### src/rtl/imem_rtype_responder.sv
// Instruction-memory stand-in: answers fetches with NOPs during warmup, then with
// pseudo-random legal RV32I R-type words drawn from a Galois LFSR, via a 2-entry FIFO.
module imem_rtype_responder #(
    parameter logic [31:0] SEED     = 32'h0000038C,
    parameter int          WARMUP   = 4,
    parameter logic [31:0] NOP_WORD = 32'h00000013
) (
    input  logic        clk,
    input  logic        reset,
    input  logic        io_imem_req_valid,
    input  logic [31:0] io_imem_req_bits_addr,
    output logic        io_imem_req_ready,
    output logic        io_imem_resp_valid,
    output logic [31:0] io_imem_resp_bits_data,
    output logic [31:0] io_imem_resp_bits_addr,
    input  logic        io_imem_resp_ready,
    output logic [31:0] io_instr_count
);
    localparam logic [7:0] W_WARMUP = WARMUP[7:0];

    logic [1:0]  r_count;
    logic        r_rd_ptr;
    logic        r_wr_ptr;
    logic [31:0] r_addr [2];
    logic [31:0] r_data [2];
    logic [31:0] r_lfsr;
    logic [7:0]  r_warm;
    logic [31:0] r_instr_count;
    logic        r_req_ready;

    logic        w_accept;
    logic        w_deliver;
    logic        w_in_warm;
    logic [31:0] w_lfsr_next;
    logic [2:0]  w_funct3;
    logic [6:0]  w_funct7;
    logic [31:0] w_rtype;
    logic [31:0] w_word;
    logic [1:0]  w_count_next;

    assign w_accept  = io_imem_req_valid && r_req_ready;
    assign w_deliver = (r_count != 2'd0) && io_imem_resp_ready;
    assign w_in_warm = (r_warm < W_WARMUP);

    assign w_lfsr_next = r_lfsr[0] ? ((r_lfsr >> 1) ^ 32'h80200003) : (r_lfsr >> 1);

    // The word is decoded from the state the LFSR is about to take, not the current one.
    assign w_funct3 = w_lfsr_next[7:5];
    assign w_funct7 = (w_lfsr_next[18] && (w_funct3 == 3'd0 || w_funct3 == 3'd5)) ? 7'h20 : 7'h00;
    assign w_rtype  = {w_funct7, w_lfsr_next[17:13], w_lfsr_next[12:8], w_funct3,
                       w_lfsr_next[4:0], 7'b0110011};
    assign w_word   = w_in_warm ? NOP_WORD : w_rtype;

    always_comb begin
        w_count_next = r_count;
        if (w_accept && !w_deliver) begin
            w_count_next = r_count + 2'd1;
        end else if (!w_accept && w_deliver) begin
            w_count_next = r_count - 2'd1;
        end
    end

    always_ff @(posedge clk or posedge reset) begin
        if (reset) begin
            r_count       <= 2'd0;
            r_rd_ptr      <= 1'b0;
            r_wr_ptr      <= 1'b0;
            r_lfsr        <= SEED;
            r_warm        <= 8'd0;
            r_instr_count <= 32'd0;
            r_req_ready   <= 1'b0;
            for (int i = 0; i < 2; i++) begin
                r_addr[i] <= 32'd0;
                r_data[i] <= 32'd0;
            end
        end else begin
            r_count <= w_count_next;
            // Registered from the next count so ready never sees resp_ready combinationally.
            r_req_ready <= (w_count_next < 2'd2);
            if (w_deliver) begin
                r_rd_ptr <= ~r_rd_ptr;
            end
            if (w_accept) begin
                r_wr_ptr         <= ~r_wr_ptr;
                r_addr[r_wr_ptr] <= io_imem_req_bits_addr;
                r_data[r_wr_ptr] <= w_word;
                if (w_in_warm) begin
                    r_warm <= r_warm + 8'd1;
                end else begin
                    r_lfsr        <= w_lfsr_next;
                    r_instr_count <= r_instr_count + 32'd1;
                end
            end
        end
    end

    assign io_imem_req_ready      = r_req_ready;
    assign io_imem_resp_valid     = (r_count != 2'd0);
    assign io_imem_resp_bits_data = r_data[r_rd_ptr];
    assign io_imem_resp_bits_addr = r_addr[r_rd_ptr];
    assign io_instr_count         = r_instr_count;
endmodule

### config.mk
export PLATFORM = sky130hd
export DESIGN_NAME = imem_rtype_responder
export DESIGN_NICKNAME = d
export VERILOG_FILES = /design/src/rtl/imem_rtype_responder.sv
export SDC_FILE = /design/constraint.sdc
export NUM_CORES = 1
export LEC_CHECK = 0
export BUFFER_PORTS_ARGS = -buffer_cell sky130_fd_sc_hd__clkbuf_2
export CAP_MARGIN = 20
export CORE_MARGIN = 10
export CORE_UTILIZATION = 55
export CTS_CLUSTER_DIAMETER = 60
export CTS_CLUSTER_SIZE = 24
export DETAILED_ROUTE_END_ITERATION = 16
export HOLD_SLACK_MARGIN = 0.1
export PLACE_DENSITY = 0.85
export SLEW_MARGIN = 10
export SYNTH_ARGS = -nofsm -noshare
export SYNTH_HDL_FRONTEND = slang
export SYNTH_SLANG_ARGS = --single-unit
### constraint.sdc
create_clock -name clk -period 10.3 [get_ports clk]
set_input_delay 0.515 -clock clk [delete_from_list [all_inputs] [get_ports clk]]
set_output_delay 0.515 -clock clk [all_outputs]
set_load 0.02 [all_outputs]
==> impl_results.md <==
- Synth cell types: 38
- CTS tree: built
- Adder-Cell Fraction of Synth Area: 0.948%
- Max-cap violation count: 0
- Filler cells: between 900 and 1000
- Status: finished clean
- Die area: approximately 20000 um2
- Iteration-0 DRC Markers: approximately 190
- Min Tclk post-route: 2780 ps
- Grt ovf: 0
- Post-route ant nets: 0
- IO Port Bufs: 124
- Leak: around 4.3 nW
- Max Fclk: around 360 MHz
- Crit-path leading delay family: flip-flops
- Slew margin rel.: 43.4%
- # hold bufs at CTS: 0
- Yosys top cell by area: dfrtp_1
- Clock Path Buffers: 2
- Worst r2r dst: r_addr[57]
- Fin Clk Skew: between 9 and 10 ps
- DRT Wirelength: approximately 16 mm
- VDD IR-drop max: around 150 uV
- Clock buffer count from CTS: 17
- WP data arrival: around 2300 ps
- Setup_tns: 0 ps
- Post-CTS Setup Repair Bufs: 0
- Placed Area: 8600 um2
- Setup violators final: 0
- Placeable Area: between 10000 and 15000 um2
- Xor and xnor fraction of the mapped netlist area: between 4 and 5%
- Die width: about 140 um
- Drt drc: 0
- Post-synthesis sequential area ratio: 57.9%
- Synth Area per Inst: between 10 and 15 um2
- Cells on worst reg2reg path: 4
- Endpoints failing hold: 0
- Placed Cells: ~900
- HPWL after detailed placement: 11.3 mm
- Synth area leaders: dfrtp_1 56%, mux2_2 20%, xnor2_1 3.7%, nand2_1 3.5%, o21ai_0 2.5%
- Pwr dens: 301 nW/um2
- Diodes inserted: 0
- Most common cell after layout, fill and taps aside: dfrtp_1
- WL per Instance: between 15 and 20 um
- Buf+Inv Stages, Crit Path: 2
- Post-synthesis simple-gate area fraction: 8.47%
- Num rows: 43
- Layout Cells excl Fill: ~920
- Drt via density: roughly 5.4
- Initial antenna violation count: 0
- CTS-repair resized insts: 0
- Warnings, synthesis: 0
- Reg-to-reg slack, setup: a little over 8000 ps
- Fin nets: between 700 and 800
- CP Capture Type: primary output
- GR Util All Layers: around 17%
- Main combinational cell family by area after synthesis: multiplexers
- Design area: 9240 um2
- Netlist Area Pre-Place: between 7000 and 8000 um2
- Clock Sink Count: between 150 and 200
- Final GP Congestion: around 0.8
- Final core occ: between 60% and 70%
- Layout Area Growth over Synthesis: 16.6%
- Clk slew on worst S/H paths: roughly 60 ps
- 1st-pass router iterations: 4
- Hold WC Path Type: in -> async
- Compound-cell area share of the yosys netlist: under 10%
- Commonest cells after routing, fill and taps aside: 177 x dfrtp_1, 144 x mux2_2, 124 x clkbuf_2, 72 x nand2_1, 40 x o21ai_0
- Largest stage delay on the critical path: between 700 and 800 ps
- Critical path, cell by cell: buf_4 > mux2_2 > clkbuf_2
- Vias in the first global route: 5333
- Initial core utilization: between 50% and 60%
- Root buffer cell: clkbuf_16
- Area share of the largest cell type after synthesis: around 56%
- Via count: approximately 5000
- RSZ-0062 raised after global routing: false
- Reg-to-Reg Start: io_imem_req_ready
- Tcrit/Tclk final: a little over a quarter
- Worst Path Required: slightly below 10000 ps
- Share of cells above drive strength 1: 43.0%
- First-pass GRT wire length: ~27 mm
- WS Path Type: reg -> out
- Skew-Pair Late Insertion Delay: approximately 420 ps
- Ports: about 130
- Critical Path Start Type: flop
- Final Slew Violations: 0
- Max FO, Critical Path: 30
- Mux contribution to synthesized area: between 20% and 30%
- H-tree Lvls: 4
- #FFs+latches synth: 183
- Worst-Margin Slew: ~850 ps
- Pin count of the biggest net entering global routing: between 100 and 150
- Crit-path slowest cell: dfrtp_2
- Mapped Cells: between 600 and 700
- DIE HEIGHT: around 140 um
-- registers in the layout, indices dropped and copies added (netlist names) --
signal / count
r_warm: 8
r_wr_ptr: 1
r_count: 2
r_data: 42
r_lfsr: 32
io_imem_req_ready: 1
r_addr: 64
r_rd_ptr: 1
io_instr_count: 32
-- cell usage after synthesis (all sizes together) --
cell	n
a21oi	3
o31ai	2
mux2i	1
nand4b	1
dfstp	5
and2	5
mux2	149
dfrtp	178
ha	6
nand2b	3
buf	30
nand2	73
nor2	9
xor2	5
xnor2	33
nand4	18
a211oi	1
o21ai	40
a2111oi	1
nor4	3
nor3	4
inv	10
conb	1
a31o	1
clkbuf	17
and3	3
and4	3
nand3	16
-- worst register-to-register path: stages, from the launching register on --
cell and delay (ps):
dfrtp_1 370, and2_1 240, nand2b_2 320, buf_4 640, mux2_2 440
-- per-layer routing --
metal  global-route usage [%]  routed length, um  vias to the layer above
met5                        0                  0                        -
met4                     6.20                298                        0
met3                     5.14                896                       20
met2                     26.8               7800                      132
met1                     21.2               7290                     2511
li1                         -                  -                     2343
-- report_power, final --
| part | switching (W) | total, W | internal (W) |
|---|---|---|---|
| Combinational | 0.000553 | 0.00102 | 0.000470 |
| Sequential | 0.000157 | 0.00112 | 0.000965 |
| Clock | 0.000263 | 0.000634 | 0.000371 |
| Total | 0.000973 | 0.00278 | 0.00181 |
-- final cells by class --
type	count	area, um2	share of cell area, %
Clock buffer	22	464	5.03
Sequential cell	183	4590	49.7
Tap cell	180	225	2.44
Timing Repair Buffer	130	698	7.56
Clock inverter	10	123	1.33
Multi-Input combinational cell	389	3100	33.5
Inverter	10	42.5	0.461
-- worst max path at each step --
stage               slack, ps                         to  depth (start not counted)              start
floorplan                4820          io_imem_req_ready                          1              reset
global placement         7800          io_instr_count[4]                          6  io_imem_req_valid
detailed placement       7700          io_instr_count[4]                          6  io_imem_req_valid
CTS                      7480  io_imem_resp_bits_addr[4]                          3           r_rd_ptr
global route             7410  io_imem_resp_bits_addr[4]                          3           r_rd_ptr
finish                   7520  io_imem_resp_bits_addr[4]                          3           r_rd_ptr
-- logic make-up (layout without fill, tap and decap cells) --
group,count (synthesis),in the layout
other cells,1,9
compound gates,48,48
flops,183,183
mux,150,150
buf+inv,57,172
fa+ha+maj,6,6
xor+xnor,38,38
simple gates,138,138
-- stage by stage --
step                      power, W  hold slack, ps  setup WS [ps]
after floorplan            0.00186             428           4820
after global placement     0.00209             366           7800
after detailed placement   0.00216             377           7700
after CTS                  0.00281             318           7480
after global routing       0.00295             166           7410
final                      0.00278             133           7520
Power figures use the tool's default switching activity.
